--- src/rtl/uart_cmd_parser.sv ---
// uart_cmd_parser
// Assembles 5-byte command frames (SYNC, OPCODE, OPERAND_HI, OPERAND_LO,
// CHECKSUM) from the UART receive byte stream. Each frame is verified by an
// XOR checksum. A good frame produces a one-cycle o_cmd_valid pulse with its
// opcode and operand. Corrupted or stalled frames are dropped, and each one
// is reported with a one-cycle error pulse.
//
// Optional build feature: define UART_CMD_PARSER_STATS_EN to add the frame
// and error statistics counters (o_frame_count, o_err_count).
//
// i_data arrives in serial order. i_data[0] is the first bit received, which
// is the byte LSB. It is re-packed into an ordinary [7:0] byte before any
// comparison is made.

module uart_cmd_parser #(
  parameter logic [7:0] SYNC_BYTE      = 8'hA5,
  parameter int         TIMEOUT_CYCLES = 240000,
  parameter int         TO_W           = 18
) (
  input  logic        clk,
  input  logic        r_reset,
  input  logic [0:7]  i_data,
  input  logic        i_valid,
  output logic        o_cmd_valid,
  output logic [7:0]  o_opcode,
  output logic [15:0] o_operand,
  output logic        o_err_checksum,
  output logic        o_err_timeout,
  output logic        o_busy
`ifdef UART_CMD_PARSER_STATS_EN
  ,
  output logic [15:0] o_frame_count,
  output logic [7:0]  o_err_count
`endif
);

  typedef enum logic [2:0] {
    IDLE    = 3'd0,
    GET_OP  = 3'd1,
    GET_HI  = 3'd2,
    GET_LO  = 3'd3,
    GET_CHK = 3'd4
  } state_t;

  // Last count value before a stalled frame is abandoned.
  localparam logic [TO_W-1:0] TO_LAST = TO_W'(TIMEOUT_CYCLES - 1);

  state_t          state_q, state_d;
  logic [TO_W-1:0] to_cnt_q, to_cnt_d;
  logic [7:0]      op_q, op_d;
  logic [7:0]      hi_q, hi_d;
  logic [7:0]      lo_q, lo_d;
  logic            cmd_valid_q, cmd_valid_d;
  logic            err_chk_q, err_chk_d;
  logic            err_to_q, err_to_d;
  logic [7:0]      opcode_q, opcode_d;
  logic [15:0]     operand_q, operand_d;
  logic [7:0]      rx_byte;
  logic [7:0]      exp_chk;

  // Re-pack the serial-order input so that rx_byte[k] carries weight 2^k.
  always_comb begin
    rx_byte = 8'h00;
    for (int k = 0; k < 8; k++) begin
      rx_byte[k] = i_data[k];
    end
  end

  // The checksum the CHECKSUM byte must equal, taken from the stored fields.
  always_comb begin
    exp_chk = op_q ^ hi_q ^ lo_q;
  end

  // Next-state logic for the frame FSM, the inter-byte timeout and the
  // result pulses. All pulses default low and all other registers default
  // to their held value.
  always_comb begin
    state_d     = state_q;
    to_cnt_d    = to_cnt_q;
    op_d        = op_q;
    hi_d        = hi_q;
    lo_d        = lo_q;
    cmd_valid_d = 1'b0;
    err_chk_d   = 1'b0;
    err_to_d    = 1'b0;
    opcode_d    = opcode_q;
    operand_d   = operand_q;

    if (state_q == IDLE) begin
      to_cnt_d = '0;
      if (i_valid && (rx_byte == SYNC_BYTE)) begin
        state_d = GET_OP;
      end
    end else if (i_valid) begin
      // A byte arriving on the terminal-count cycle still counts as in time.
      to_cnt_d = '0;
      case (state_q)
        GET_OP: begin
          op_d    = rx_byte;
          state_d = GET_HI;
        end
        GET_HI: begin
          hi_d    = rx_byte;
          state_d = GET_LO;
        end
        GET_LO: begin
          lo_d    = rx_byte;
          state_d = GET_CHK;
        end
        GET_CHK: begin
          state_d = IDLE;
          if (rx_byte == exp_chk) begin
            cmd_valid_d = 1'b1;
            opcode_d    = op_q;
            operand_d   = {hi_q, lo_q};
          end else begin
            err_chk_d = 1'b1;
          end
        end
        default: begin
          state_d = IDLE;
        end
      endcase
    end else if (to_cnt_q == TO_LAST) begin
      err_to_d = 1'b1;
      state_d  = IDLE;
      to_cnt_d = '0;
    end else begin
      to_cnt_d = to_cnt_q + TO_W'(1);
    end
  end

  // State, shadow fields and registered outputs. Reset discards any partial
  // frame without producing a pulse.
  always_ff @(posedge clk) begin
    if (r_reset) begin
      state_q     <= IDLE;
      to_cnt_q    <= '0;
      op_q        <= 8'h00;
      hi_q        <= 8'h00;
      lo_q        <= 8'h00;
      cmd_valid_q <= 1'b0;
      err_chk_q   <= 1'b0;
      err_to_q    <= 1'b0;
      opcode_q    <= 8'h00;
      operand_q   <= 16'h0000;
    end else begin
      state_q     <= state_d;
      to_cnt_q    <= to_cnt_d;
      op_q        <= op_d;
      hi_q        <= hi_d;
      lo_q        <= lo_d;
      cmd_valid_q <= cmd_valid_d;
      err_chk_q   <= err_chk_d;
      err_to_q    <= err_to_d;
      opcode_q    <= opcode_d;
      operand_q   <= operand_d;
    end
  end

  assign o_cmd_valid    = cmd_valid_q;
  assign o_err_checksum = err_chk_q;
  assign o_err_timeout  = err_to_q;
  assign o_opcode       = opcode_q;
  assign o_operand      = operand_q;
  assign o_busy         = (state_q != IDLE);

`ifdef UART_CMD_PARSER_STATS_EN
  logic [15:0] frame_cnt_q;
  logic [7:0]  err_cnt_q;

  // Statistics counters. They update on the same edge that raises the
  // matching pulse. The frame count wraps; the error count sticks at 8'hFF.
  always_ff @(posedge clk) begin
    if (r_reset) begin
      frame_cnt_q <= 16'h0000;
      err_cnt_q   <= 8'h00;
    end else begin
      if (cmd_valid_d) begin
        frame_cnt_q <= frame_cnt_q + 16'd1;
      end
      if ((err_chk_d || err_to_d) && (err_cnt_q != 8'hFF)) begin
        err_cnt_q <= err_cnt_q + 8'd1;
      end
    end
  end

  assign o_frame_count = frame_cnt_q;
  assign o_err_count   = err_cnt_q;
`endif

endmodule

--- config.mk ---
export PLATFORM = sky130hd
export DESIGN_NAME = uart_cmd_parser
export DESIGN_NICKNAME = d
export VERILOG_FILES = /design/src/rtl/uart_cmd_parser.sv
export SDC_FILE = /design/constraint.sdc
export NUM_CORES = 1
export LEC_CHECK = 0
export BUFFER_PORTS_ARGS = -buffer_cell sky130_fd_sc_hd__buf_2
export CAP_MARGIN = 15
export CORE_MARGIN = 2
export CORE_UTILIZATION = 45
export DETAILED_ROUTE_END_ITERATION = 6
export SLEW_MARGIN = 10
export SYNTH_ARGS = -nofsm -noshare
export SYNTH_HDL_FRONTEND = slang
export SYNTH_SLANG_ARGS = --single-unit
--- constraint.sdc ---
create_clock -name clk -period 3.3 [get_ports clk]
set_input_delay 0 -clock clk [delete_from_list [all_inputs] [get_ports clk]]
set_output_delay 0 -clock clk [all_outputs]
set_load 0.05 [all_outputs]
==> results of run 1 <==
## registers in the layout, summed over array words and instances, names as in the netlist
name	flops
state_q	3
o_err_checksum	1
to_cnt_q	18
lo_q	8
o_cmd_valid	1
o_err_timeout	1
op_q	8
o_opcode	8
hi_q	8
o_operand	16
## report_power, final
group          internal, µW  leakage, µW  switching (µW)
clock                   466     0.000119             326
combinational          27.5     0.000639            32.1
sequential              868     0.000580           0.172
total                  1360      0.00134             358
## how the worst max path moves through the flow
stage / slack, ns / endpoint
final: 1.16 / o_operand[2]
after global routing: 0.95 / o_operand[9]
after CTS: 1.11 / o_operand[5]
after detailed placement: 1.13 / o_operand[11]
after global placement: 1.23 / o_operand[2]
after floorplan: 1.67 / o_opcode[0]
## worst max-delay path: stages (launching register included)
cell	delay (ns)
dfxtp_1	0.35
xnor2_1	0.29
xnor2_2	0.17
nand4_2	0.16
nor3_4	0.67
buf_12	0.24
mux2i_1	0.19
## synth_stat cells (2+ instances only)
cell type  instances
dfxtp_1           72
xor2_1            15
nand4_1            3
nor2_1            26
nand2b_2          18
and3_1             4
mux2i_1           24
a31oi_1            3
nor3_1             6
xnor2_1           24
or2_1              3
nand3_1            9
or2b_2            17
a21oi_1           25
nand2_1           61
nor4_1             3
or2b_1             3
clkbuf_1           9
nand2b_1          10
buf_8              2
nand4b_1           2
## cell families (layout without fill, tap and decap cells)
kind of cell,after synthesis,in the layout,synth area share
adder cells (fa/ha/maj),1,1,0.00386
AND/OR/NAND/NOR,171,171,0.294
AO/OA/AOI/OAI,28,28,0.0444
XOR/XNOR,40,40,0.110
buffers and inverters,15,66,0.0285
flip-flops,72,72,0.444
multiplexers,24,24,0.0741
## timing repair
action,CTS,global route
hold buffers,9,0
buffers inserted,0,0
hold endpoints to repair,26,0
## stage by stage
step	hold WS, ns	power, µW	setup WS [ns]	cells
6_report	0.0752	1720	1.16	498
3_3_place_gp	0.283	940	1.23	473
2_1_floorplan	0.0785	921	1.67	351
5_1_grt	0.0889	1790	0.947	498
3_5_place_dp	0.293	940	1.13	473
4_1_cts	0.0577	1740	1.11	498
## per-layer routing
| metal | GRT usage | wire length, µm |
|---|---|---|
| met1 | 0.266 | 3390 |
| met2 | 0.277 | 2930 |
| met3 | 0.0360 | 259 |
| met4 | 0.0785 | 106 |
| met5 | 0 | 0 |
## final cells by class
cell class                 instances  area share
clock buffer                      11      0.0397
clock inverter                     5      0.0207
inverter                           1    0.000985
multi-input combinational        264       0.448
sequential                        72       0.378
tap                               96      0.0315
timing repair buffer              49      0.0807
## cell usage in the layout (no fill, tap or decap), types with 2 or more instances in the layout
cell type      Yosys  layout
or2b_1             3       3
nand2_1           61      61
nor4_1             3       3
nand3_1            9       9
nand4b_1           2       2
nand2b_1          10      10
or2_1              3       3
clkbuf_8           0      11
dfxtp_1           72      72
nand4_1            3       3
nand2b_2          18      18
xnor2_1           24      24
dlygate4sd3_1      0       9
and3_1             4       4
nor2_1            26      26
a31oi_1            3       3
mux2i_1           24      24
nor3_1             6       6
a21oi_1           25      25
buf_2              1      38
xor2_1            15      15
clkinv_2           0       2
bufinv_16          0       2
or2b_2            17      17
==> results.toml, run 1 <==
[run_status]
status = "finished clean"

[cts]
clock-sinks = 72
clkLatencyLatePin_ns = 0.34
cts.clk_slew.worst_paths_ns = 0.08
cts_buffers = 9
clock-root-buffer = "clkbuf_8"
cts-resized-gates = 0
h-tree-depth = 3
cts_tree = "yes"
clockBufferDepth = 2

[hold_path]
hold_start = "r_reset"
hold_path.class = "input port to flop"
min_path_cells = 2
min_delay_worst_endpoint = "op_q[0]"

[grt]
grt_overflow = 0
antenna_found_initial = 0
grt_max_degree = 61
grt_pass1_wl_um = 11100
grt_pass1_vias = 2256
grt.total_usage = 0.187

[place]
numPortBuffers = 38
place_hpwl_um = 4630
placed_cell_area_um2 = 3490
place_congestion = 0.762

[die]
coreArea_um2 = 6870
initial_core_util = 0.472
design.die.area_um2 = 7900
rows = 30
pin_count = 39
die_y_um = 88.9
fp.dieW_um = 88.9

[sta]
hold_viol_final = 0
timing.final.crit_period_ns = 2.14
finalSetupTns_ns = 0
max_freq_mhz = 467
rsz0062_at_grt = "false"
setup_violations = 0
skew_ns = 0.00788
slew_headroom = 0.454
timing.final.crit_share = 0.649
tightestPinTransition_ns = 0.812
slew_violations = 0

[synth]
ys_types = 33
synth_cells = 351
synthesis.nets = 363
synth_edf_count = 0
synth_area_um2 = 3240
yosys.area.top_type = "dfxtp_1"
synth_ff_type = "dfxtp_1"
ys_top_cells_by_area = "dfxtp_1 (44%), mux2i_1 (7.4%), nand2_1 (7.1%)"
syn_area_per_cell_um2 = 9.24
synth_seq_area_share = 0.444
synth_top_area_share = 0.444
yosysWarningCount = 0
synthArstFlopShare = 0
ys_ff_latch = 72

[setup_path]
crit_start = "lo_q[1]"
worst_r2r_endpoint = "o_operand[2]"
cp_max_fo = 13
worst_setup_path_start_kind = "flop"
worstRegToRegCells = 6
r2r_slack_ns = 1.16
arrival_ns = 2.41
critPathRequiredTime_ns = 3.57
criticalPathCategory = "flop to flop"
cp-end-kind = "flop"
r2r_start = "lo_q[1]"

[job]
maxCapViolations = 0

[finish]
seqCellArea_um2 = 1440
num_antenna_cells = 0
final_nets = 409
area_delta_synth_final_pct = 17.6
final_layout_size_suffix_gt1_frac = 0.236
multi_input_area_um2 = 1710
fillCellCount = 662
postLayoutCoreUtil = 0.555
design_area_um2 = 3810

[route]
ant_nets = 0
vias = 2417
drc = 0
drtIter0Drc = 155
first_pass_iters = 4
wirelength_um = 6680
viasPerCell = 4.85
wire_per_inst_um = 13.4

[pwr]
ir_drop_v = 0.000227
p_leak_uw = 0.00134
power_density_nw_per_um2 = 451
Power figures use the tool's default switching activity.
==> inputs of run 2 (changes only) <==
--- a/config.mk
+++ b/config.mk
@@ -5,6 +5,7 @@
 export SDC_FILE = /design/constraint.sdc
 export NUM_CORES = 1
 export LEC_CHECK = 0
+export ABC_AREA = 1
 export BUFFER_PORTS_ARGS = -buffer_cell sky130_fd_sc_hd__buf_2
 export CAP_MARGIN = 15
 export CORE_MARGIN = 2
==> constraint.sdc (replaced) <==
create_clock -name clk -period 2.1 [get_ports clk]
set_input_delay 0 -clock clk [delete_from_list [all_inputs] [get_ports clk]]
set_output_delay 0 -clock clk [all_outputs]
set_load 0.05 [all_outputs]
==> run 2 against run 1 <==
  * Global-route usage grew 0.97 points
  * Combinational power rose to 4.8 times the previous value
  * Largest cell class unchanged
  * Largest power group unchanged
  * Sequential power grew 62%
  * Utilization shrank 2.2 points
  * Sequential cell count did not move
  * Area after synthesis is 12% higher
  * Clock-buffer cell count rose by 3
  * Sequential share of layout area shrank 3.0 points
  * Fmax increased by 21%
  * Clock power rose by 26%
==> results.toml, run 2 <==
[run_status]
status = "finished clean"

[pwr]
ir_drop_v = 0.000329
p_leak_uw = 0.00195
power_density_nw_per_um2 = 649

[synth]
synth_common_cells = "nand2_1 (179), inv_1 (109), dfxtp_1 (72)"
synth_ff_type = "dfxtp_1"
synth_seq_area_share = 0.396
synthArstFlopShare = 0
synth_cells = 578
ys_ff_latch = 72
yosys.area.top_type = "dfxtp_1"
synth_edf_count = 0
ys_types = 25
synth_top_area_share = 0.396
ys_top_cells_by_area = "dfxtp_1 (40%), nand2_1 (18%), inv_1 (11%)"
yosysMostFrequentCell = "nand2_1"
syn_area_per_cell_um2 = 6.29
synthesis.nets = 590
yosysWarningCount = 0
synth_area_um2 = 3640

[sta]
timing.final.crit_share = 0.846
timing.final.crit_period_ns = 1.78
finalSetupTns_ns = 0
hold_viol_final = 0
whs_ns = 0.0262
slew_violations = 0
skew_ns = 0.00551
rsz0062_at_grt = "false"
setup_violations = 0
slew_headroom = 0.596
max_freq_mhz = 563
tightestPinTransition_ns = 0.604

[finish]
final_cell_mix = "nand2_1 (179), inv_1 (109), dfxtp_1 (72)"
final_nets = 634
final_common_cell = "nand2_1"
area_delta_synth_final_pct = 13.8
largest-register = "to_cnt_q"
final_layout_size_suffix_gt1_frac = 0.114
largest_reg_flops = 18
num_antenna_cells = 0

[setup_path]
crit_top_cell = "nand2_1"
cp_top_family = "simple AND/OR/NAND/NOR gates"
worst_setup_path_start_kind = "flop"
cp_max_fo = 5
cp-end-kind = "flop"
critPathRequiredTime_ns = 2.37
r2r_slack_ns = 0.32
path_cells = "ha_1 > nand2_1 > inv_1 > nand3_1 > nor3_1 > nand2_1 > or2_2 > a21oi_1"
crit_path_top_delay_cell = "dfxtp_1"
criticalPathCategory = "flop to flop"
arrival_ns = 2.05
cpPeakStageDelay_ns = 0.40
crit_buf_inv = 1

[place]
numPortBuffers = 38
place_hpwl_um = 5870
place_congestion = 0.846

[grt]
grt_pass1_wl_um = 13600
grt_overflow = 0
grt_max_degree = 51
grt.total_usage = 0.197
antenna_found_initial = 0
grt_pass1_vias = 3067

[die]
rows = 32
initial_core_util = 0.468
coreArea_um2 = 7770
fp.dieW_um = 93.9
pin_count = 39
die_y_um = 93.9
design.die.area_um2 = 8820

[route]
drc = 0
wire_per_inst_um = 11.3
wirelength_um = 8190
drtIter0Drc = 124
viasPerCell = 4.79
vias = 3479
first_pass_iters = 5
ant_nets = 0

[cts]
cts_buffers = 9
clockBufferDepth = 2
cts_tree = "yes"
cts.clk_slew.worst_paths_ns = 0.07
clkLatencyLatePin_ns = 0.34
cts_setup_buffers = 0
cts-resized-gates = 0
h-tree-depth = 3
clock-root-buffer = "clkbuf_8"
clock-sinks = 72

[job]
maxCapViolations = 0

[hold_path]
hold_path.class = "input port to flop"
## run 2: cell count changes after synthesis, sizes merged, moves of 22 or more
| cell | before | now |
|---|---|---|
| inv | 1 | 112 |
| mux2i | 24 | 0 |
| nand2 | 61 | 180 |
| nand2b | 28 | 0 |
| nand4 | 4 | 30 |
| nor2 | 26 | 65 |
| o21ai | 0 | 25 |
| xnor2 | 25 | 3 |
## run 2: cell type report
| class | instances | area [µm²] |
|---|---|---|
| sequential | 72 | 1440 |
| inverter | 112 | 420 |
| tap | 102 | 128 |
| fill | 823 | 3630 |
| timing repair buffer | 50 | 285 |
| multi-input combinational | 377 | 1690 |
| clock buffer | 14 | 173 |
## run 2: timing repair
| item | 4_1_cts | 5_1_grt |
|---|---|---|
| setup endpoints to repair | 0 | 0 |
| endpoints found under the hold margin | 4 | 0 |
| hold buffers | 2 | 0 |
## run 2: power by group
part / switching [µW] / leakage [µW] / internal [µW] / total, µW
Sequential: 17.2 / 0.000580 / 1390 / 1410
Clock: 480 / 0.0000886 / 515 / 995
Combinational: 195 / 0.00128 / 89.3 / 284
Total: 692 / 0.00195 / 1990 / 2690
## run 2: worst paths after layout
| check | startpoint | endpoint | cells past startpoint |
|---|---|---|---|
| max | to_cnt_q[0] | to_cnt_q[16] | 8 |
| min | i_data[2] | hi_q[2] | 3 |
| max reg2reg | to_cnt_q[0] | to_cnt_q[16] | 8 |
| min reg2reg | to_cnt_q[7] | to_cnt_q[7] | 2 |
## run 2: cells by family (layout without fill, tap and decap cells)
kind of cell,count (synthesis),after routing,synth area share
AND/OR/NAND/NOR,311,311,0.366
XOR/XNOR,5,5,0.0120
buffers and inverters,129,176,0.139
flip-flops,72,72,0.396
AO/OA/AOI/OAI,60,60,0.0832
adder cells (fa/ha/maj),1,1,0.00344
## run 2: worst reg2reg max path, cell delays in order, from the launching register on
cell	delay (ns)
dfxtp_1	0.40
ha_1	0.19
nand2_1	0.05
inv_1	0.08
nand3_1	0.16
nor3_1	0.32
nand2_1	0.11
or2_2	0.28
a21oi_1	0.11
## run 2: layer usage
metal	vias up	routed length (µm)	track usage
met5	-	0	0
met4	0	220	0.0930
met3	18	321	0.0393
met2	75	3520	0.306
met1	1519	4120	0.261
li1	1867	-	-
## run 2: metrics by stage
stage / instances / total power, µW / util / worst slack [ns] / instance area, µm²
final: 727 / 2690 / 0.533 / 0.324 / 4140
after global routing: 727 / 2820 / 0.533 / 0.101 / 4140
after CTS: 727 / 2720 / 0.533 / 0.303 / 4140
after detailed placement: 711 / 1720 / 0.508 / 0.329 / 3950
after global placement: 711 / 1720 / 0.508 / 0.341 / 3950
after floorplan: 578 / 1640 / - / 0.508 / 3640
==> inputs of run 3 (changes only) <==
--- a/config.mk
+++ b/config.mk
@@ -5,12 +5,13 @@
 export SDC_FILE = /design/constraint.sdc
 export NUM_CORES = 1
 export LEC_CHECK = 0
-export ABC_AREA = 1
+export ABC_AREA = 0
 export BUFFER_PORTS_ARGS = -buffer_cell sky130_fd_sc_hd__buf_2
 export CAP_MARGIN = 15
 export CORE_MARGIN = 2
 export CORE_UTILIZATION = 45
 export DETAILED_ROUTE_END_ITERATION = 6
+export PLACE_DENSITY = 0.67
 export SLEW_MARGIN = 10
 export SYNTH_ARGS = -nofsm -noshare
 export SYNTH_HDL_FRONTEND = slang
==> constraint.sdc (replaced) <==
create_clock -name clk -period 1.5 [get_ports clk]
set_input_delay 0 -clock clk [delete_from_list [all_inputs] [get_ports clk]]
set_output_delay 0 -clock clk [all_outputs]
set_load 0.05 [all_outputs]
==> run 3 against run 2 <==
  * Critical path depth shrank 1
  * Global-route usage fell by 0.21 points
  * The run now ends with negative setup slack left
  * Sequential cell count is the same
  * Critical path type unchanged
  * Register-to-register slack worse by 0.54 ns
  * Routed wire length fell by 12%
  * Die area fell by 10%
  * Via count shrank 24%
  * Worst setup slack got worse by 0.54 ns
  * Largest power group unchanged
  * Clock power grew 57%
  * Utilization is 7.9 points higher
  * Power is 35% higher
  * Sequential share of layout area fell by 0.25 points
==> results.toml, run 3 (synthesis results as in run 1) <==
[route]
viasPerCell = 4.90
drtIter0Drc = 96
ant_nets = 0
wirelength_um = 7240
vias = 2634
first_pass_iters = 4
drc = 0
wire_per_inst_um = 13.5

[place]
numPortBuffers = 38
pre_cts_ws_ns = -0.178
placed_cell_area_um2 = 3830
place_congestion = 0.783
place_hpwl_um = 5020

[grt]
grt_pass1_vias = 2459
grt_max_degree = 38
grt.total_usage = 0.195
grt_pass1_wl_um = 11700
grt_overflow = 0
antenna_found_initial = 0

[setup_path]
cp_max_fo = 5
worst_setup_path_start_kind = "flop"
criticalPathCategory = "flop to flop"
critPathRequiredTime_ns = 1.78
cp-end-kind = "flop"
arrival_ns = 1.99

[sta]
setup_violations = 24
hold_viol_final = 0
slew_headroom = 0.666
timing.final.crit_period_ns = 1.72
skew_ns = 0.00955
rsz0062_at_grt = "true"
finalSetupTns_ns = -3.90
whs_ns = 0.0458
slew_violations = 0
timing.final.crit_share = 1.14
tightestPinTransition_ns = 0.494
timing.final.ws_setup_ns = -0.216
max_freq_mhz = 583

[finish]
seqCellArea_um2 = 1450
largest-register = "to_cnt_q"
largest_reg_flops = 18
fillCellCount = 586
final_nets = 449
design_area_um2 = 4210
multi_input_area_um2 = 1820
final_layout_size_suffix_gt1_frac = 0.369
postLayoutCoreUtil = 0.612
area_delta_synth_final_pct = 29.7
num_antenna_cells = 0
final_common_cell = "dfxtp_1"
final_cell_mix = "dfxtp_1 (62), nand2_1 (58), buf_4 (42)"

[die]
coreArea_um2 = 6870
design.die.area_um2 = 7900
fp.dieW_um = 88.9
rows = 30
pin_count = 39
initial_core_util = 0.472
die_y_um = 88.9

[cts]
clockBufferDepth = 2
cts.clk_slew.worst_paths_ns = 0.07
clkLatencyLatePin_ns = 0.35
clock-sinks = 72
cts_tree = "yes"
clock-root-buffer = "clkbuf_8"
cts_buffers = 9
h-tree-depth = 3

[pwr]
p_leak_uw = 0.00159
power_density_nw_per_um2 = 860
ir_drop_v = 0.000569

[run_status]
violations = "negative setup slack"
status = "finished, violations left"

[hold_path]
hold_path.class = "input port to flop"

[job]
maxCapViolations = 0
==> run 3: cell count changes in the layout (fill, tap and decap cells not counted), moves of 13 or more <==
| cell | before | now |
|---|---|---|
| nor2_1 | 62 | 26 |
| mux2i_1 | 0 | 24 |
| inv_1 | 109 | 0 |
| nand2_1 | 179 | 58 |
| nand2b_2 | 0 | 18 |
| xnor2_1 | 3 | 16 |
| nand4_1 | 30 | 3 |
| buf_4 | 10 | 42 |
| o21ai_0 | 25 | 0 |
| or2b_2 | 0 | 17 |
==> run 3: final cells by class <==
type,instances,area share
multi-input cells,264,0.432
repair buffers,89,0.145
clock buffers,14,0.0387
clock inverters,2,0.00893
inverters,1,0.000893
well taps,96,0.0286
flip-flops and latches,72,0.346
==> run 3: where the power goes <==
part           leakage, µW  internal [µW]  switching [µW]
combinational     0.000903           71.3            78.2
sequential        0.000585           1910           0.357
clock            0.0000969            862             695
==> run 3: metrics by stage <==
step	total power, µW	instances
floorplan	2030	351
global placement	2080	513
detailed placement	2080	513
CTS	3650	534
global route	3750	538
finish	3620	538
==> run 3: metal layers <==
metal  share of wire  vias to the layer above  GRT usage
met2            0.48                       59      0.310
met5               0                        -          0
li1                -                     1328          -
met4           0.015                        0     0.0634
met1            0.46                     1236      0.257
met3           0.046                       11     0.0536
==> run 3: final timing paths <==
check                            startpoint       endpoint  slack [ns]  cells after the start
worst max-delay path                lo_q[2]  o_operand[11]       -0.22                      7
worst min-delay path              i_data[4]        hi_q[4]        0.05                      4
worst max register to register      lo_q[2]  o_operand[11]       -0.22                      7
worst min register to register  o_opcode[1]    o_opcode[1]        0.47                      2
==> run 3: timing repair <==
action,in CTS,in global routing
gates resized for setup,3,21
pin swaps,0,4
hold buffers,5,0
gates cloned,0,1
setup endpoints to repair,24,45
setup buffers,0,3
endpoints found under the hold margin,14,0
==> run 3: worst max-delay path, cell delays in order, from the launching register on <==
cell     delay, ns
dfxtp_1       0.40
xnor2_2       0.15
xnor2_1       0.16
nand4_2       0.18
nor3_4        0.30
buf_4         0.16
buf_6         0.12
mux2i_1       0.17
